## src/rtl/counter_ctrl.sv

```systemverilog
// Host-side MMIO controller for the performance counter: drives state/interval,
// snapshots the counter value, and halts automatically after a programmable run length.
module counter_ctrl #(
    parameter int          CNT_W        = 32,
    parameter int unsigned INTERVAL_RST = 1
) (
    input  logic             clk,
    input  logic             rst,
    input  logic             wr_en,
    input  logic             rd_en,
    input  logic [1:0]       addr,
    input  logic [CNT_W-1:0] wdata,
    output logic [CNT_W-1:0] rdata,
    output logic             rvalid,
    output logic [7:0]       state,
    output logic [CNT_W-1:0] interval,
    input  logic [CNT_W-1:0] counter,
    output logic             done
);

    typedef enum logic [7:0] {
        ST_RESET = 8'd0,
        ST_RUN   = 8'd1,
        ST_HALT  = 8'd2
    } state_t;

    localparam logic [1:0] A_CTRL     = 2'd0;
    localparam logic [1:0] A_INTERVAL = 2'd1;
    localparam logic [1:0] A_LIMIT    = 2'd2;
    localparam logic [1:0] A_SNAP     = 2'd3;

    localparam logic [1:0] CMD_RESET = 2'd0;
    localparam logic [1:0] CMD_RUN   = 2'd1;
    localparam logic [1:0] CMD_HALT  = 2'd2;
    localparam logic [1:0] CMD_SNAP  = 2'd3;

    state_t           state_q;
    logic [CNT_W-1:0] run_limit;
    logic [CNT_W-1:0] run_cnt;
    logic [CNT_W-1:0] snapshot;
    logic             wr_err;

    logic             ctrl_wr;
    logic [CNT_W:0]   cnt_inc;
    logic             limit_hit;
    logic [CNT_W-1:0] ctrl_word;
    logic [CNT_W-1:0] rd_mux;

    assign state    = state_q;
    assign ctrl_wr  = wr_en && (addr == A_CTRL);

    // Extra bit keeps run_cnt+1 from wrapping past an all-ones limit.
    assign cnt_inc   = {1'b0, run_cnt} + (CNT_W+1)'(1);
    assign limit_hit = (state_q == ST_RUN) && (run_limit != '0) &&
                       (cnt_inc >= {1'b0, run_limit}) && !ctrl_wr;

    always_comb begin
        ctrl_word      = '0;
        ctrl_word[9]   = done;
        ctrl_word[8]   = wr_err;
        ctrl_word[7:0] = state_q;
        rd_mux         = ctrl_word;
        case (addr)
            A_CTRL:     rd_mux = ctrl_word;
            A_INTERVAL: rd_mux = interval;
            A_LIMIT:    rd_mux = run_limit;
            A_SNAP:     rd_mux = snapshot;
            default:    rd_mux = ctrl_word;
        endcase
    end

    always_ff @(posedge clk) begin
        if (rst) begin
            state_q   <= ST_RESET;
            interval  <= CNT_W'(INTERVAL_RST);
            run_limit <= '0;
            run_cnt   <= '0;
            snapshot  <= '0;
            rdata     <= '0;
            rvalid    <= 1'b0;
            done      <= 1'b0;
            wr_err    <= 1'b0;
        end else begin
            // Read mux sees pre-write register values.
            rvalid <= rd_en;
            if (rd_en)
                rdata <= rd_mux;

            if (state_q == ST_RUN)
                run_cnt <= run_cnt + CNT_W'(1);

            if (limit_hit) begin
                state_q <= ST_HALT;
                done    <= 1'b1;
            end

            if (wr_en) begin
                case (addr)
                    A_CTRL: begin
                        case (wdata[1:0])
                            CMD_RESET: begin
                                state_q  <= ST_RESET;
                                run_cnt  <= '0;
                                done     <= 1'b0;
                                wr_err   <= 1'b0;
                                interval <= CNT_W'(INTERVAL_RST);
                            end
                            CMD_RUN: begin
                                state_q <= ST_RUN;
                                done    <= 1'b0;
                            end
                            CMD_HALT: begin
                                if (state_q == ST_RUN)
                                    state_q <= ST_HALT;
                            end
                            CMD_SNAP: snapshot <= counter;
                            default: ;
                        endcase
                    end
                    A_INTERVAL: begin
                        if (state_q == ST_RUN)
                            wr_err <= 1'b1;
                        else
                            interval <= (wdata == '0) ? CNT_W'(1) : wdata;
                    end
                    A_LIMIT: run_limit <= wdata;
                    default: ;
                endcase
            end
        end
    end

endmodule

```

## config.mk

```make
export PLATFORM = sky130hd
export DESIGN_NAME = counter_ctrl
export DESIGN_NICKNAME = d
export VERILOG_FILES = /design/src/rtl/counter_ctrl.sv
export SDC_FILE = /design/constraint.sdc
export NUM_CORES = 1
export LEC_CHECK = 0
export BUFFER_PORTS_ARGS = -buffer_cell sky130_fd_sc_hd__buf_2
export CAP_MARGIN = 20
export CORE_MARGIN = 2
export CORE_UTILIZATION = 63
export CTS_BUF_LIST = sky130_fd_sc_hd__clkbuf_8
export CTS_CLUSTER_SIZE = 25
export DETAILED_ROUTE_END_ITERATION = 12
export GPL_ROUTABILITY_DRIVEN = 1
export HOLD_SLACK_MARGIN = 0.08
export PLACE_DENSITY = 0.95
export SYNTH_ARGS = -nofsm -noshare
export SYNTH_HDL_FRONTEND = slang
export SYNTH_SLANG_ARGS = --single-unit
```

## constraint.sdc

```tcl
create_clock -name clk -period 6.12 [get_ports clk]
set_input_delay 1.224 -clock clk [delete_from_list [all_inputs] [get_ports clk]]
set_output_delay 1.224 -clock clk [all_outputs]
set_load 0.01 [all_outputs]
```

==> summary.txt, run 1 <==
Worst setup path
  – Critical path arrival: 3.93 ns
  – Critical path buffer and inverter count: 0
  – Crit end category: register
  – Worst setup SP type: register
  – Cell family with most CP delay: simple AND/OR/NAND/NOR gates
  – Worst path slowest cell: dfxtp_1
  – Critical path's largest stage delay: 0.48 ns
  – Worst-path maximum fanout: 8
  – Kind of critical path: register to register
  – Worst endpoint required time: 6.48 ns
  – Critical path cell sequence: nand4_2, nor2_1, and3b_1, nand2_1, xnor2_1, ha_1, a21oi_1, nand2_1, a221oi_1, o2111ai_1, and3_1, o311a_1
  – Worst path most repeated cell: nand2_1

Final layout
  – Multi-input logic area: 4440 µm²
  – Diode count: 0
  – Layout cells sized above 1: 20.2%
  – Layout Cells excl Fill: 1279
  – Commonest cells after routing, fill and taps aside: dfxtp_1, nand2_1, buf_2, nor2_1, a21oi_1
  – Commonest non-fill, non-tap cell in the layout: dfxtp_1
  – Area grow syn2layout: 14.2%
  – Reg area: 3420 µm²
  – Nets: 1197
  – # fillers: 898

Route
  – Final WL: 23200 µm
  – Router iterations before antenna repair: 8
  – Vias per Instance: 6.25
  – DR vias: 7989
  – DRC: 0
  – DRT antenna net count: 0
  – Initial DRC Count: 1023
  – Wire length per cell: 18.1 µm

Logic synthesis
  – FF+latch count, synth: 171
  – Top cell type's share of synthesized area: 41.4%
  – Main synth FF type: dfxtp_1
  – Warning count from the yosys run: 0
  – Mux contribution to synthesized area: 6.93%
  – Post-synthesis simple-gate area fraction: 21.4%
  – Sequential fraction of the synthesis area: 41.4%
  – Post-synth EDFFs: 0
  – Synth top area cells: dfxtp_1, nand2_1, nor2_1, a21oi_1, ha_1
  – Synth Area in Adders: 4.99%
  – Cell area after synthesis: 8270 µm²
  – Main combinational cell family by area after synthesis: simple AND/OR/NAND/NOR gates
  – Top cell type by total area after synthesis: dfxtp_1
  – Synthesized instance count: 985
  – Avg Cell Area, Syn: 8.39 µm²
  – Compound-Gate Fraction of Synth Area: 14.8%
  – Post-synthesis xor/xnor area fraction: 5.51%
  – Post-synth cell types: 48
  – Asr flop ratio synth: 0%
  – Mapped Nets: 1088

Clocking
  – Sink Count: 171
  – Cts bufs inserted: 17
  – Clock slew seen by the registers of the worst setup and hold paths: 0.10 ns
  – Hold_buf cts: 0
  – # Post-CTS Setup Buffers: 0
  – Clock Path Buffers: 2
  – Clk_lat worst skew: 0.48 ns
  – Post-cts resize count: 0
  – CTS tree: built
  – Clock root buffer: clkbuf_8
  – H-Tree Level Count: 4

Timing
  – Max Fclk: 280 MHz
  – Hold Vio Cnt, Final: 0
  – Max-slew violation count: 0
  – Hold Slack: 0.457 ns
  – RSZ-0062 raised after global routing: false
  – Final Critical Period: 3.57 ns
  – Slew HR: 25.2%
  – # setup viols final: 0
  – Post-route setup slack: 2.55 ns
  – Setup_tns: 0 ns
  – Final clock skew: 0.0146 ns
  – Worst Max-Slew Pin Slew: 1.12 ns
  – Final period util: 58.3%

GRT
  – Vias in the first global route: 7581
  – Initial antenna violation count: 0
  – Most Used Layer, Global Route: met2
  – GRT met1 Usage: 38.6%
  – GR Util met2: 52.7%
  – GRT Overall Usage: 32.1%
  – Largest net degree at the start of global routing: 76
  – Met3 GRT Util: 8.69%
  – Gr ovfl total: 0
  – First-pass GRT wire length: 36600 µm

Placed design
  – DP Wirelength: 15800 µm
  – Dpl ws: 2.52 ns
  – IO buf count: 143
  – Cell total after placement: 1244
  – Final GP Congestion: 0.924

Power
  – Cell Pwr Density: 226 nW/µm²
  – Static Leakage: 3.84 nW
  – Post-layout power: 2.14 mW
  – Max VDD drop: 0.183 mV

Die
  – Die height: 119 µm
  – Total I/O pin count: 144
  – Num rows: 41
  – Die ar.: 14100 µm²
  – Die W: 119 µm
  – Initial Util: 65.0%
  – Core box area: 12700 µm²

Worst hold path
  – Worst Hold Class: register to register

Flow run
  – Maxcap violations: 0

Outcome
  – Status: completed
==> cells by family after synthesis <==
| logic type | count (synthesis) |
|---|---|
| compound gates | 196 |
| xor+xnor | 52 |
| fa+ha+maj | 33 |
| buf+inv | 102 |
| flops | 171 |
| mux | 42 |
| simple gates | 389 |
==> layout make-up <==
type	count	share of cell area [%]
Multi-Input combinational cell	712	47.0
Sequential cell	171	36.3
Timing Repair Buffer	153	9.04
Clock buffer	20	2.92
Tap cell	172	2.28
Inverter	39	1.55
Clock inverter	12	0.928
==> final timing paths <==
check,startpoint,to,slack (ns),depth (start not counted)
worst max-delay path,run_cnt[10],done,2.55,12
worst min-delay path,snapshot[1],snapshot[1],0.46,2
worst max register to register,run_cnt[10],done,2.55,12
worst min register to register,snapshot[1],snapshot[1],0.46,2
==> worst reg2reg max path, delay by kind of cell (launching register included) <==
family | cells | cell delay (ns)
DFF | 1 | 0.48
adders and majority gates | 1 | 0.32
and+or+nand+nor | 6 | 1.39
AOI/OAI and AO/OA | 4 | 1.11
xor gates and xnor gates | 1 | 0.14
==> routing by layer <==
metal / part of all wire (%) / vias to the layer above / wire, µm
met5: 0 / - / 0
met4: 4.5 / 0 / 1050
met3: 10 / 120 / 2340
met2: 47 / 540 / 10900
met1: 38 / 3680 / 8900
li1: - / 3649 / -
==> state kept, by name, indices dropped and copies added, names as in the netlist <==
signal / count
rdata: 32
done: 1
run_limit: 32
snapshot: 32
state: 8
run_cnt: 32
wr_err: 1
rvalid: 1
interval: 32
==> cells in the mapped netlist, types with 2 or more instances <==
cell	n
nand2b_1	3
o211ai_1	2
o31ai_1	2
nand4_1	21
ha_1	33
mux2_2	22
o21ai_0	18
mux4_2	10
a41oi_1	2
a211oi_1	24
a221oi_1	2
and2_1	11
nor3_1	8
xor2_1	24
and4_1	4
nor2_1	114
nor2b_1	6
and3_1	6
clkbuf_1	41
a21o_1	5
xnor2_1	28
mux2i_1	10
or3_1	9
buf_2	16
nand3_1	17
dfxtp_1	171
a21oi_1	84
nand2_1	162
buf_1	5
nor4_1	18
inv_1	38
a22oi_1	53
==> metrics by stage <==
step | area (µm²) | util [%]
2_1_floorplan | 8270 | -
3_3_place_gp | 8990 | 70.7
3_5_place_dp | 9000 | 70.8
4_1_cts | 9370 | 73.6
5_1_grt | 9440 | 74.2
6_report | 9440 | 74.2
==> power breakdown <==
group	internal [mW]	leakage (nW)	switching, mW
clock	0.318	0.191	0.423
combinational	0.0868	2.26	0.148
sequential	1.14	1.39	0.0246
Note: power is estimated with default switching activity, not from simulation.
==> run 2: changes to the inputs <==
CORE_UTILIZATION = 53   (was 63)
PLACE_DENSITY = 0.87   (was 0.95)
clock period = 3.1 ns   (was 6.12 ns; I/O delays follow)
==> run 2 against run 1 <==
Effect of this change:
- the run now ends with negative setup slack left
- cell count up 3.9%
- routed wire length up 1.1%
- die area is 18% higher
- clock-buffer cell count down 1
- register-to-register slack got worse by 2.6 ns
- clock skew about the same
- worst setup slack worse by 2.6 ns
- sequential share of layout area is 1.3 points lower
- non-clock buffer count grew 37
- critical path type unchanged
- critical endpoint unchanged
- largest cell class unchanged
- largest power group unchanged
==> summary.txt, run 2 (same netlist as run 1, synthesis figures left out) <==
Route
  – DR vias: 7968
  – DRC: 0
  – Final WL: 23400 µm
  – Vias per Instance: 6.00
  – Wire length per cell: 17.6 µm
  – Initial DRC Count: 701
  – DRT antenna net count: 0
  – Router iterations before antenna repair: 6

Power
  – Static Leakage: 4.04 nW
  – Post-layout power: 4.34 mW
  – Max VDD drop: 0.339 mV
  – Cell Pwr Density: 442 nW/µm²

Die
  – Die height: 129 µm
  – Die W: 129 µm
  – Initial Util: 54.4%
  – Total I/O pin count: 144
  – Core box area: 15200 µm²
  – Die ar.: 16600 µm²
  – Num rows: 45

Placed design
  – DP Wirelength: 16300 µm
  – Dpl ws: -0.0779 ns
  – Final GP Congestion: 0.915
  – Placed cell area: 9290 µm²
  – Cell total after placement: 1295
  – IO buf count: 143

Timing
  – Slew HR: 42.9%
  – Hold Slack: 0.375 ns
  – Hold Vio Cnt, Final: 0
  – Setup_tns: -0.0299 ns
  – Max Fclk: 319 MHz
  – Final period util: 101%
  – RSZ-0062 raised after global routing: true
  – Worst Max-Slew Pin Slew: 0.852 ns
  – Max-slew violation count: 0
  – Final Critical Period: 3.13 ns
  – Post-route setup slack: -0.0299 ns
  – # setup viols final: 1
  – Final clock skew: 0.0147 ns

Clocking
  – Clk_lat worst skew: 0.47 ns
  – CTS tree: built
  – Clock Path Buffers: 2
  – Clock root buffer: clkbuf_8
  – Cts bufs inserted: 17
  – Clock slew seen by the registers of the worst setup and hold paths: 0.09 ns
  – Sink Count: 171
  – H-Tree Level Count: 4

Worst setup path
  – Worst-path maximum fanout: 4
  – Worst endpoint required time: 3.45 ns
  – Worst setup SP type: register
  – Cell family with most CP delay: simple AND/OR/NAND/NOR gates
  – Crit end category: register
  – Critical path buffer and inverter count: 0
  – Critical path arrival: 3.48 ns
  – Kind of critical path: register to register
  – Worst path slowest cell: dfxtp_2
  – Worst reg2reg setup slack: -0.03 ns
  – Critical path cell sequence: and4_4, nor3b_4, nand4_1, nor2_1, xor2_1, ha_1, nand3_1, nand2_1, a221oi_2, o2111ai_2, and3_4, o311a_1
  – Critical path's largest stage delay: 0.39 ns

GRT
  – Largest net degree at the start of global routing: 129
  – Vias in the first global route: 7660
  – First-pass GRT wire length: 37300 µm
  – Initial antenna violation count: 0
  – GRT Overall Usage: 28.2%
  – Gr ovfl total: 0

Final layout
  – Commonest cells after routing, fill and taps aside: dfxtp_1, nand2_1, buf_2, nor2_1, a21oi_1
  – Nets: 1234
  – Fin util: 64.7%
  – Commonest non-fill, non-tap cell in the layout: dfxtp_1
  – Layout cells sized above 1: 25.2%
  – Final Cell Area: 9830 µm²
  – Diode count: 0
  – Area grow syn2layout: 18.9%
  – Layout Cells excl Fill: 1329

Flow run
  – Maxcap violations: 0

Outcome
  – Status: finished with violations
  – Failing checks: negative setup slack

Worst hold path
  – Worst Hold Class: input pin to register
run 2: cell count changes in the layout (fill, tap and decap cells not counted), sizes merged:
cell / before / now
buf: 153 / 190
bufinv: 0 / 2
clkbuf: 20 / 19
clkinv: 2 / 3
clkinvlp: 2 / 3
inv: 47 / 41
run 2: path summary, 6_finish.rpt:
path | startpoint | endpoint | cells past startpoint
setup / recovery | run_cnt[9] | done | 12
hold / removal | rst | run_limit[0] | 2
setup reg to reg | run_cnt[9] | done | 12
hold reg to reg | snapshot[12] | snapshot[12] | 2
run 2: report_power, final:
part | internal (mW) | switching (mW) | total, mW
clock | 0.747 | 0.803 | 1.55
sequential | 2.24 | 0.0467 | 2.29
combinational | 0.192 | 0.308 | 0.500
run 2: area by class of cell:
cell class / instances / area, µm²
inverters: 39 / 146
repair buffers: 190 / 1080
clock inverters: 10 / 119
multi-input cells: 712 / 4550
clock buffers: 19 / 262
fillers: 1194 / 5370
flip-flops and latches: 171 / 3430
well taps: 188 / 235
run 2: worst reg2reg max path: stages (launching register included):
cell and delay (ns):
dfxtp_2 0.39, and4_4 0.27, nor3b_4 0.24, nand4_1 0.24, nor2_1 0.21, xor2_1 0.18
ha_1 0.28, nand3_1 0.09, nand2_1 0.08, a221oi_2 0.33, o2111ai_2 0.16, and3_4 0.22
o311a_1 0.33
run 2: what timing repair did:
item	CTS	global route
pin swaps	3	19
resized for setup	1	33
hold buffers	0	0
endpoints found under the setup margin	2	3
setup buffers	0	5
run 2: routing by layer:
metal  global-route usage, %  routed length (µm)  vias up
met5                       0                   0        -
met4                    13.2                 806        0
met3                    5.95                1850       70
met2                    48.0               11300      434
met1                    34.1                9430     3751
li1                        -                   -     3713
==> run 3: changes to the inputs <==
CORE_ASPECT_RATIO = 0.6   (was not set)
SLEW_MARGIN = 20   (was not set)
==> run 3 against run 2 <==
Effect of this change:
- the flow now finishes without violations
- combinational power is 2% higher
- critical path type unchanged
- highest routed layer is now met5
- total power is 0.18% higher
- critical path depth is 2 higher
- clock power hardly changed
- largest power group unchanged
- cell area is 1.7% higher
- worst setup slack better by 0.11 ns
- flip-flop and latch count stayed put
- maximum frequency is 3.6% higher
==> summary.txt, run 3 (same netlist as run 1, synthesis figures left out) <==
Route
  – DRT antenna net count: 0
  – DRC: 0
  – Wire length per cell: 17.8 µm
  – DR vias: 8010
  – Router iterations before antenna repair: 5
  – Final WL: 24300 µm
  – Initial DRC Count: 854
  – Vias per Instance: 5.89

Worst setup path
  – Crit end category: register
  – Worst endpoint required time: 3.46 ns
  – Critical path arrival: 3.38 ns
  – Worst reg2reg setup slack: 0.08 ns
  – Kind of critical path: register to register
  – Worst setup SP type: register
  – Worst-path maximum fanout: 4

Die
  – Die height: 101 µm
  – Total I/O pin count: 144
  – Die ar.: 16600 µm²
  – Core box area: 15300 µm²
  – Num rows: 35
  – Initial Util: 54.1%
  – Die W: 165 µm

Power
  – Post-layout power: 4.35 mW
  – Clock power frac: 35.6%
  – Internal: 3.09 mW
  – Net Sw Frac: 28.9%
  – Logic pwr share: 11.7%
  – Reg power frac: 52.8%
  – Static Leakage: 4.15 nW
  – Psw: 1.26 mW
  – Cell Pwr Density: 435 nW/µm²
  – Max VDD drop: 0.275 mV

Final layout
  – Commonest cells after routing, fill and taps aside: dfxtp_1, nand2_1, buf_2, nor2_1, a21oi_1
  – # fillers: 1221
  – Fin util: 65.4%
  – Nets: 1247
  – Layout cells sized above 1: 26.3%
  – Commonest non-fill, non-tap cell in the layout: dfxtp_1
  – Area grow syn2layout: 21.0%
  – Diode count: 0

GRT
  – First-pass GRT wire length: 38000 µm
  – Largest net degree at the start of global routing: 57
  – Gr ovfl total: 0
  – Vias in the first global route: 7333
  – GRT Overall Usage: 29.2%
  – Initial antenna violation count: 1

Clocking
  – Clock root buffer: clkbuf_8
  – Cts bufs inserted: 17
  – Clk_lat worst skew: 0.46 ns
  – H-Tree Level Count: 4
  – Clock Path Buffers: 2
  – Sink Count: 171
  – Hold_buf cts: 0
  – CTS tree: built
  – Clock slew seen by the registers of the worst setup and hold paths: 0.10 ns

Timing
  – # setup viols final: 0
  – Max-slew violation count: 0
  – Final clock skew: 0.0146 ns
  – Worst Max-Slew Pin Slew: 0.756 ns
  – Final Critical Period: 3.02 ns
  – Slew HR: 49.1%
  – Hold Vio Cnt, Final: 0
  – Post-route setup slack: 0.0792 ns
  – RSZ-0062 raised after global routing: true
  – Setup_tns: 0 ns
  – Max Fclk: 331 MHz
  – Final period util: 97.4%

Placed design
  – Final GP Congestion: 0.996
  – IO buf count: 143
  – Dpl ws: -0.105 ns
  – DP Wirelength: 17600 µm

Flow run
  – Maxcap violations: 0

Outcome
  – Status: completed

Worst hold path
  – Worst Hold Class: input pin to register
==> run 3: metal layers <==
metal  vias up  track usage (%)  routed length [µm]
li1       3734                -                   -
met1      3772             42.2               11000
met2       446             43.5               10200
met3        56             6.75                2610
met4         2             8.29                 467
met5         -                0                  13
==> run 3: cell type report <==
class | count | area [µm²] | area share [%]
Inverter | 39 | 149 | 1.49
Multi-Input combinational cell | 712 | 4610 | 46.1
Clock buffer | 17 | 234 | 2.34
Tap cell | 203 | 254 | 2.54
Sequential cell | 171 | 3440 | 34.4
Clock inverter | 15 | 140 | 1.40
Timing Repair Buffer | 203 | 1180 | 11.8
==> run 3: critical path: stages (launching register included) <==
cell and delay, ns:
dfxtp_4 0.38, buf_4 0.11, and2_4 0.15, nand4_1 0.13
and3b_2 0.32, buf_4 0.12, nand3_1 0.08, xnor2_1 0.18
ha_1 0.28, and4_1 0.19, a221oi_2 0.24, buf_4 0.17
o2111ai_4 0.09, and3_4 0.20, o311a_1 0.27
==> run 3: repair_timing <==
| action | 4_1_cts | 5_1_grt |
|---|---|---|
| gates resized for setup | 9 | 33 |
| setup endpoints to repair | 3 | 3 |
| pin swaps | 4 | 30 |
| setup buffers | 1 | 8 |
==> run 3: worst paths after layout <==
path / start / endpoint / cells after the start
setup / recovery: run_cnt[0] / done / 14
hold / removal: counter[13] / snapshot[13] / 3
setup reg to reg: run_cnt[0] / done / 14
hold reg to reg: snapshot[28] / snapshot[28] / 2
==> run 3: metrics by stage <==
step / hold WS (ns) / cells / instance area [µm²]
floorplan: 0.433 / 985 / 8270
global placement: 0.440 / 1320 / 9390
detailed placement: 0.443 / 1320 / 9390
CTS: 0.373 / 1353 / 9810
global route: 0.390 / 1360 / 10000
finish: 0.382 / 1360 / 10000
==> run 3: power by group through the flow <==
stage | clock [mW] | sequential, mW | combinational, mW
after floorplan | 0 | 2.34 | 0.268
after global placement | 0 | 2.34 | 0.455
after detailed placement | 0 | 2.34 | 0.466
after CTS | 1.54 | 2.29 | 0.472
after global routing | 1.63 | 2.30 | 0.550
final | 1.55 | 2.29 | 0.508
